`config.mk`:
```
export PLATFORM = sky130hd
export DESIGN_NAME = control_sequencer
export DESIGN_NICKNAME = d
export VERILOG_FILES = /design/src/rtl/cpu_ctrl_pkg.sv /design/src/rtl/control_sequencer.sv
export SDC_FILE = /design/constraint.sdc
export NUM_CORES = 1
export LEC_CHECK = 0
export ABC_AREA = 0
export CAP_MARGIN = 15
export CORE_MARGIN = 3
export CORE_UTILIZATION = 50
export CTS_CLUSTER_DIAMETER = 150
export DETAILED_ROUTE_END_ITERATION = 6
export GPL_TIMING_DRIVEN = 0
export PLACE_DENSITY = 0.88
export SLEW_MARGIN = 25
export SYNTH_ARGS = -nofsm -noshare
export SYNTH_HDL_FRONTEND = slang
export SYNTH_SLANG_ARGS = --single-unit
export TNS_END_PERCENT = 20
```
`constraint.sdc`:
```
create_clock -name clk -period 3.65 [get_ports clk]
set_clock_uncertainty 0.05 [all_clocks]
set_input_delay 0.9125 -clock clk [delete_from_list [all_inputs] [get_ports clk]]
set_output_delay 0.9125 -clock clk [all_outputs]
set_load 0.01 [all_outputs]
```
`src/rtl/cpu_ctrl_pkg.sv`:
```
// cpu_ctrl_pkg
//   Shared encoding for the CPU control path: opcode values, state codes
//   and terminal-state set. Used by control_sequencer and by the control
//   output decoder, so both sides agree on every code.
package cpu_ctrl_pkg;

  typedef enum logic [3:0] {
    OP_LOAD = 4'd0, OP_MOVE = 4'd1, OP_LDPC = 4'd2, OP_BRANCH = 4'd3,
    OP_SUB  = 4'd4, OP_ADD  = 4'd5, OP_XOR  = 4'd6, OP_PUSH   = 4'd7,
    OP_POP  = 4'd8, OP_CALL = 4'd9, OP_RET  = 4'd10
  } opcode_e;

  typedef enum logic [7:0] {
    ST_IDLE   = 8'h00, ST_DECODE = 8'h01, ST_LOAD   = 8'h02, ST_MOVE   = 8'h03,
    ST_LDPC   = 8'h04, ST_BRANCH = 8'h05,
    ST_SUB0   = 8'h06, ST_SUB1   = 8'h07, ST_SUB2   = 8'h08,
    ST_ADD0   = 8'h09, ST_ADD1   = 8'h0A, ST_ADD2   = 8'h0B,
    ST_XOR0   = 8'h0C, ST_XOR1   = 8'h0D, ST_XOR2   = 8'h0E,
    ST_FETCH  = 8'h0F,
    ST_PUSH0  = 8'h13, ST_PUSH1  = 8'h14, ST_PUSH2  = 8'h15, ST_PUSH3  = 8'h16,
    ST_POP0   = 8'h17, ST_POP1   = 8'h18, ST_POP2   = 8'h19, ST_POP3   = 8'h1A,
    ST_CALL0  = 8'h1B, ST_CALL1  = 8'h1C, ST_CALL2  = 8'h1D, ST_CALL3  = 8'h1E,
    ST_CALL4  = 8'h1F, ST_CALL5  = 8'h20,
    ST_RET0   = 8'h21, ST_RET1   = 8'h22, ST_RET2   = 8'h23, ST_RET3   = 8'h24
  } state_e;

  // Opcodes 11..15 are unassigned.
  function automatic logic opcode_is_legal(input logic [3:0] op);
    return op <= 4'd10;
  endfunction

  // First execute state for an opcode; ST_IDLE for unassigned opcodes.
  function automatic state_e opcode_entry_state(input logic [3:0] op);
    case (op)
      OP_LOAD:   return ST_LOAD;
      OP_MOVE:   return ST_MOVE;
      OP_LDPC:   return ST_LDPC;
      OP_BRANCH: return ST_BRANCH;
      OP_SUB:    return ST_SUB0;
      OP_ADD:    return ST_ADD0;
      OP_XOR:    return ST_XOR0;
      OP_PUSH:   return ST_PUSH0;
      OP_POP:    return ST_POP0;
      OP_CALL:   return ST_CALL0;
      OP_RET:    return ST_RET0;
      default:   return ST_IDLE;
    endcase
  endfunction

  // Last execute state for an opcode; ST_IDLE for unassigned opcodes.
  function automatic state_e opcode_last_state(input logic [3:0] op);
    case (op)
      OP_LOAD:   return ST_LOAD;
      OP_MOVE:   return ST_MOVE;
      OP_LDPC:   return ST_LDPC;
      OP_BRANCH: return ST_BRANCH;
      OP_SUB:    return ST_SUB2;
      OP_ADD:    return ST_ADD2;
      OP_XOR:    return ST_XOR2;
      OP_PUSH:   return ST_PUSH3;
      OP_POP:    return ST_POP3;
      OP_CALL:   return ST_CALL5;
      OP_RET:    return ST_RET3;
      default:   return ST_IDLE;
    endcase
  endfunction

  function automatic logic is_terminal(input logic [7:0] s);
    case (s)
      ST_LOAD, ST_MOVE, ST_LDPC, ST_BRANCH, ST_SUB2, ST_ADD2, ST_XOR2,
      ST_PUSH3, ST_POP3, ST_CALL5, ST_RET3: return 1'b1;
      default:                              return 1'b0;
    endcase
  endfunction

  // Execute-phase codes: 0x02..0x0E and 0x13..0x24.
  function automatic logic is_exec_state(input logic [7:0] s);
    return (s >= 8'h02 && s <= 8'h0E) || (s >= 8'h13 && s <= 8'h24);
  endfunction

endpackage

```
`src/rtl/control_sequencer.sv`:
```
// control_sequencer
//   Microcode-style state sequencer: fetch (0x00 -> 0x0F -> 0x01), decode
//   dispatch by opcode, then a +1 walk through the execute states of that
//   instruction and back to 0x00.
// Ports
//   clk        in   system clock, rising edge
//   reset_n    in   synchronous active-low reset
//   run        in   level enable, only looked at in state 0x00
//   instr[15:0] in  instruction register, opcode in [15:12]
//   state[7:0] out  registered state code
//   busy       out  state != 0x00
//   instr_done out  one-cycle pulse on entry to 0x00 after a legal instruction
//   illegal    out  one-cycle pulse on entry to 0x00 after an unassigned opcode
//   retired[15:0] out count of completed legal instructions, wraps silently
module control_sequencer
  import cpu_ctrl_pkg::*;
(
  input  logic        clk,
  input  logic        reset_n,
  input  logic        run,
  input  logic [15:0] instr,
  output logic [7:0]  state,
  output logic        busy,
  output logic        instr_done,
  output logic        illegal,
  output logic [15:0] retired
);

  state_e      state_q, state_d;
  logic [3:0]  op_q, op_d;
  logic        done_d, ill_d;
  // Set by reset so the first edge after reset release stays in 0x00.
  logic        hold_q;

  always_ff @(posedge clk) begin
    if (!reset_n) begin
      state_q    <= ST_IDLE;
      op_q       <= 4'd0;
      instr_done <= 1'b0;
      illegal    <= 1'b0;
      retired    <= 16'd0;
      hold_q     <= 1'b1;
    end else begin
      state_q    <= state_d;
      op_q       <= op_d;
      instr_done <= done_d;
      illegal    <= ill_d;
      retired    <= retired + {15'd0, done_d};
      hold_q     <= 1'b0;
    end
  end

  always_comb begin
    state_d = ST_IDLE;
    op_d    = op_q;
    done_d  = 1'b0;
    ill_d   = 1'b0;
    case (state_q)
      ST_IDLE:   state_d = (run && !hold_q) ? ST_FETCH : ST_IDLE;
      ST_FETCH:  state_d = ST_DECODE;
      ST_DECODE: begin
        // Dispatch straight off instr; the captured copy drives execute.
        op_d = instr[15:12];
        if (opcode_is_legal(instr[15:12])) begin
          state_d = opcode_entry_state(instr[15:12]);
        end else begin
          ill_d = 1'b1;
        end
      end
      default: begin
        if (!is_exec_state(state_q)) begin
          state_d = ST_IDLE;
        end else if (is_terminal(state_q)) begin
          state_d = ST_IDLE;
          done_d  = 1'b1;
        end else if (state_q > opcode_last_state(op_q)) begin
          // Walked past the captured opcode's sequence: abandon, no retire.
          state_d = ST_IDLE;
        end else begin
          state_d = state_e'(state_q + 8'd1);
        end
      end
    endcase
  end

  assign state = state_q;
  assign busy  = (state_q != ST_IDLE);

endmodule

```
; Word level (Yosys, flattened, before mapping)
; Memory sizes are Yosys's and may differ from the RTL's. A register that Yosys moved wholly into a read port is not among the register bits.
; Index checks and enable logic that the tools add are counted.
; Widths: inputs -> output; s select.
[totals]
mem_count = 2
ff_bits = 31
elab_cells = 58
mem_bits_ro = 192
input_bits = 19
output_inout_bits = 27
[op_classes]
order_cmp = 6
n_reduce_logical = 10
addsub = 2
n_mux = 19
n_eq_ne = 13
[mem_list]
columns = name, depth, word_bits, read_ports, rd_clocked_by_memory_dff, write_ports, line
row1 = (no name shown), 16, 6, 1, 0, 0, cpu_ctrl_pkg.sv:34  ; case (op)
row2 = (no name shown), 16, 6, 1, 1, 0, cpu_ctrl_pkg.sv:52  ; case (op)
[ops]
columns = operator, count
row1 = $mux 8, 7
row2 = $eq 8x4->1 const B, 4
row3 = $pmux 8 s3, 1
row4 = $add 16x1->16, 1
row5 = $eq 8x2->1 const B, 2
row6 = $eq 8x3->1 const B, 2
row7 = $eq 8x5->1 const B, 2
row8 = $eq 8x6->1 const B, 2
row9 = $mux 4, 3
row10 = $reduce_or 11->1, 1
row11 = $add 8x1->8 const B, 1
row12 = $eq 8x1->1 const B, 1
row13 = $ge 8x2->1 const B, 1
row14 = $ge 8x5->1 const B, 1
row15 = $gt 8x8->1, 1
row16 = $le 8x4->1 const B, 1
row17 = $le 8x6->1 const B, 1
row18 = $logic_not 8->1, 1
row19 = $mux 1, 8
row20 = $reduce_bool 8->1, 1
row21 = $le 4x4->1 const B, 1
row22 = $logic_and 1x1->1, 3
row23 = $reduce_or 3->1, 1
row24 = $reduce_and 2->1, 1
row25 = other kinds (2), 2

; Depth between registers and ports, before layout
[logic_depth]
depth_word = 13
depth_mapped = 13
depth_no_buf = 12

; Least setup slack after synthesis
; No wires, ideal clock.
[synth_timing]
path_type = register to register
start = reg state_q[2] (netlist: state[2])
end = reg retired[15]
required_time_ns = 3.529
period_less_slack_ns = 2.767
arrival_ns = 2.647
setup_ns = 0.071
path_stages_with_launch = 12
setup_slack_ns = 0.883
n_path_buf = 1
path_cell_list = dfxtp_1 -> buf_2 -> or3b_2 -> a211oi_2 -> a311oi_2 -> nor3b_2 -> ha_1 -> nand3_1 -> nor2_1 -> nand3_1 -> or3_1 -> a21oi_1
[synth_via]
elab_chain_cells = 9
word_cells_on_any_way = 30
cone_classes = 1 x add/sub / 4 x order compare / 13 x eq/ne / 6 x mux / 6 x reduce/logical
[synth_rtl]
columns = element, line
row1 = from (decl), control_sequencer.sv:29  ; state_e state_q, state_d;
row2 = from (signal assigned), control_sequencer.sv:44  ; state_q <= state_d;
row3 = $eq 8x2->1 (tied with other cells), cpu_ctrl_pkg.sv:69  ; case (s)
row4 = $reduce_or 11->1, cpu_ctrl_pkg.sv:69
row5 = $mux 1, cpu_ctrl_pkg.sv:69
row6 = $mux 1, control_sequencer.sv:71  ; if (!is_exec_state(state_q)) begin
row7 = $mux 1, control_sequencer.sv:58  ; case (state_q)
row8 = $mux 1, control_sequencer.sv:73  ; end else if (is_terminal(state_q)) begin
row9 = $mux 1, control_sequencer.sv:71
row10 = $mux 1 (*), control_sequencer.sv:58
row11 = net done_d, control_sequencer.sv:31  ; logic done_d, ill_d;
row12 = $add 16x1->16 (*), control_sequencer.sv:48  ; retired <= retired + {15'd0, done_d};
row13 = to (signal assigned), control_sequencer.sv:48
row14 = to (decl), control_sequencer.sv:26  ; output logic [15:0] retired
; The timed path passes the listed nets; every way through them passes the cells marked *. The select of a mux whose other input is x is not followed.
; A chain may end at the register's enable or synchronous reset.

; Worst setup path after layout
; Ends and elaborated chain as after synthesis.

==> results by group <==
Run status
  • Status: complete, no violations

Clocking
  • H-tree Lvls: 2
  • CTS Hold Bufs: 0
  • CTS resizes: 0
  • Clock Path Buffers: 2
  • Clock net sink count: 37
  • CTS buffer count: 5
  • CTS clk-pin slew, worst paths: 0.07 ns
  • Clk_lat worst skew: 0.29 ns
  • Post-CTS setup buffers: 0
  • CTS Root Cell: clkbuf_8
  • Clock tree from TritonCTS: built

STA
  • Slew margin rel.: 60.4%
  • Setup WS post-layout: 0.426 ns
  • Tmin final: around 3.2 ns
  • Setup violators final: 0
  • FMAX: 310 MHz
  • Hold Violations, Final: 0
  • Slew Limit Fails: 0
  • Least-Margin Pin Slew: between 0.5 and 0.6 ns
  • Final TNS setup: 0 ns
  • Unrepaired setup endpoints after global routing: false
  • Post-route clock period utilization: 88.3%

Setup path
  • R2R setup slack: 0.43 ns
  • Slowest-stage cell, CP: or3b_2
  • CP cell instances: buf_2 > or3b_2 > a211oi_2 > a311oi_2 > nor3b_2 > ha_1 > nand3_1 > nor2_1 > nand3_1 > or3_1 > a21oi_1
  • R2r worst-path depth: 11
  • R2R Path Start: state[2]
  • CP Capture Type: register
  • Critical setup path kind: reg2reg
  • Worst reg2reg endpoint: retired[15]
  • Critical Path RT: 3.82 ns
  • CP max FO: 7
  • Startpoint type of the worst setup path: register
  • Largest stage delay, worst path: approximately 0.47 ns
  • Worst Path Buf+Inv: 1
  • Family with the most delay on the worst path: simple AND/OR/NAND/NOR gates
  • CP arrival: 3.40 ns
  • CP dominant cell by count: nand3_1

Final layout
  • # fillers: 341
  • Post-Route Utilization: about 65%
  • Multi-input logic area: 1400 um2
  • FF+latch area: 741 um2
  • Antenna Cells: 0
  • Layout Nets: ~340
  • Design Area, Final: 2730 um2
  • Layout cells sized above 1: 7.28%
  • Layout Area Growth over Synthesis: 21.0%

Yosys
  • Synth warnings: 0
  • Dominant synthesized flop cell: dfxtp_1
  • Synth Cell Area: 2250 um2
  • Number of synthesized register bits: 37
  • Synthesized area per cell: roughly 8.6 um2
  • EDFF count, synth: 0
  • Post-synthesis sequential area ratio: between 30% and 40%
  • FFs w/ async S/R, synth: 0%
  • Gate Count Post-Synth: roughly 260
  • Cell variety after synth: 56

Global route
  • First-pass GRT wire length: between 8000 and 9000 um
  • Initial antenna violation count: 0
  • Number of global-route vias before repair: 1857
  • Remaining Overflow, GRT: 0
  • GRT Util Overall: 19.0%
  • Largest net degree at the start of global routing: 13

Floorplanning
  • Die area: 5350 um2
  • I/O Pins: 46
  • FP Rows: 23
  • Die Span X: 73.1 um
  • Core Box Area: 4170 um2
  • Die Y: between 70 and 80 um
  • Starting density of the core: 54.0%

Placed design
  • RePlAce Congestion: 0.871
  • DP Area: around 2600 um2
  • Number of port buffers: 32
  • Post-Place Setup Slack: between 0.4 and 0.5 ns
  • HPWL after detailed placement: 3750 um

Pwr
  • Pwr/cell area: 279 nW/um2
  • Power, Total: 0.760 mW
  • Logic pwr share: 8.7%
  • Sw Share: 25.5%
  • Int Power: 0.566 mW
  • Switching power total: 0.194 mW
  • Clk network pwr share: 37.2%
  • Max VDD drop: 203 uV
  • P_leak: 1.04 nW
  • Sequential Power Share: 54.1%

Route
  • WL/cell: 13.8 um
  • Via count: 2007
  • DR pass1 iterations: 4
  • Routed wire length: 4870 um
  • Via-to-Cell Ratio: 5.70
  • Remaining DRCs: 0
  • Post-DRT Antenna Nets: 0
  • DR iter-0 viols: 86

Worst hold path
  • WHS Endpoint: retired[15]
  • Hold path start: retired[15]
  • Hold path depth: 2
  • Path category of the worst min-delay check: reg2reg

Job
  • MaxCap Viol Count: 0
-- routing by layer --
| metal | share of wire (%) | GRT usage [%] | up-vias | wire, um |
|---|---|---|---|---|
| met4 | 2.2 | 6.97 | 0 | 106 |
| met2 | 48 | 31.3 | 49 | 2340 |
| met5 | 0 | 0 | - | 0 |
| met1 | 45 | 23.5 | 933 | 2170 |
| li1 | - | - | 1014 | - |
| met3 | 5.3 | 5.23 | 11 | 256 |
-- cell usage in the layout, fill, tap and decap left out, types with 2 or more instances in the layout --
master,synthesis,final
nand2_1,17,17
o21ai_0,11,11
xor2_1,12,12
nor2_1,19,19
and2_1,4,4
nand3b_1,3,3
clkbuf_1,5,5
or3_1,2,2
dfxtp_1,37,37
clkbuf_8,0,5
inv_1,15,15
nor3_1,7,7
o2bb2ai_1,2,2
nor2b_1,6,6
mux2i_1,2,2
o41ai_1,5,5
o22ai_1,2,2
conb_1,1,2
clkdlybuf4s50_1,0,32
ha_1,21,21
buf_2,4,4
and4_1,2,2
nand3_1,12,12
a21oi_1,12,12
nor4_1,2,2
a31o_1,2,2
nand2b_1,6,6
nand4_1,8,8
and3_1,8,8
xnor2_1,5,5
o211ai_1,2,2
clkinv_2,0,2
-- worst min-delay path: cells and delay by family, from the launching register on --
kind	cells	cell delay [ns]
DFF	1	0.32
AOI/OAI and AO/OA	2	0.13
-- cell usage after synthesis, drive strengths merged (6+ instances only) --
cell type | n | area share (%)
and3 | 8 | 2.2
nor2b | 6 | 1.7
nand2 | 18 | 3.3
inv | 15 | 2.5
nor3 | 8 | 2.0
nor2 | 19 | 3.2
a21oi | 12 | 2.7
nand4 | 8 | 2.2
buf | 6 | 1.6
nand2b | 6 | 1.7
xor2 | 12 | 4.7
ha | 21 | 12
nand3 | 12 | 2.7
o21ai | 12 | 2.7
dfxtp | 37 | 33
-- power by group through the flow --
stage / combinational [mW] / clock (mW) / sequential [mW]
4_1_cts: 0.0656 / 0.291 / 0.411
3_5_place_dp: 0.0652 / 0 / 0.421
2_1_floorplan: 0.0410 / 0 / 0.421
3_3_place_gp: 0.0643 / 0 / 0.421
5_1_grt: 0.0726 / 0.306 / 0.412
6_report: 0.0663 / 0.282 / 0.411
-- through the flow --
stage	hold WS, ns	std cells
final	0.439	352
after detailed placement	0.428	344
after CTS	0.438	352
after floorplan	0.404	262
after global routing	0.466	352
after global placement	0.416	344
-- cell type report --
class / count / share of cell area (%)
Multi-Input combinational cell: 198 / 51.4
Inverter: 16 / 2.20
Sequential cell: 37 / 27.2
Buffer: 11 / 1.97
Tap cell: 50 / 2.29
Timing Repair Buffer: 32 / 11.7
Clock inverter: 3 / 0.642
Clock buffer: 5 / 2.52
-- how the worst max path moves through the flow --
stage | startpoint | end | slack [ns] | cells past startpoint
floorplan | state[2] | retired[15] | 0.88 | 11
detailed placement | state[2] | retired[15] | 0.43 | 11
CTS | state[2] | retired[15] | 0.42 | 11
global route | state[2] | retired[13] | 0.24 | 11
global placement | state[2] | retired[15] | 0.57 | 11
finish | state[2] | retired[15] | 0.43 | 11
-- kinds of logic (layout without fill, tap and decap cells) --
logic type	after synthesis	count (layout)	synth area share, %
AOI/OAI and AO/OA	54	54	17.3
xor gates and xnor gates	17	17	6.61
adders and majority gates	21	21	11.7
buffers and inverters	27	67	5.05
DFF	37	37	32.9
muxes	2	2	0.888
other	1	2	0.166
and+or+nand+nor	102	102	25.4
Power figures use the tool's default switching activity.
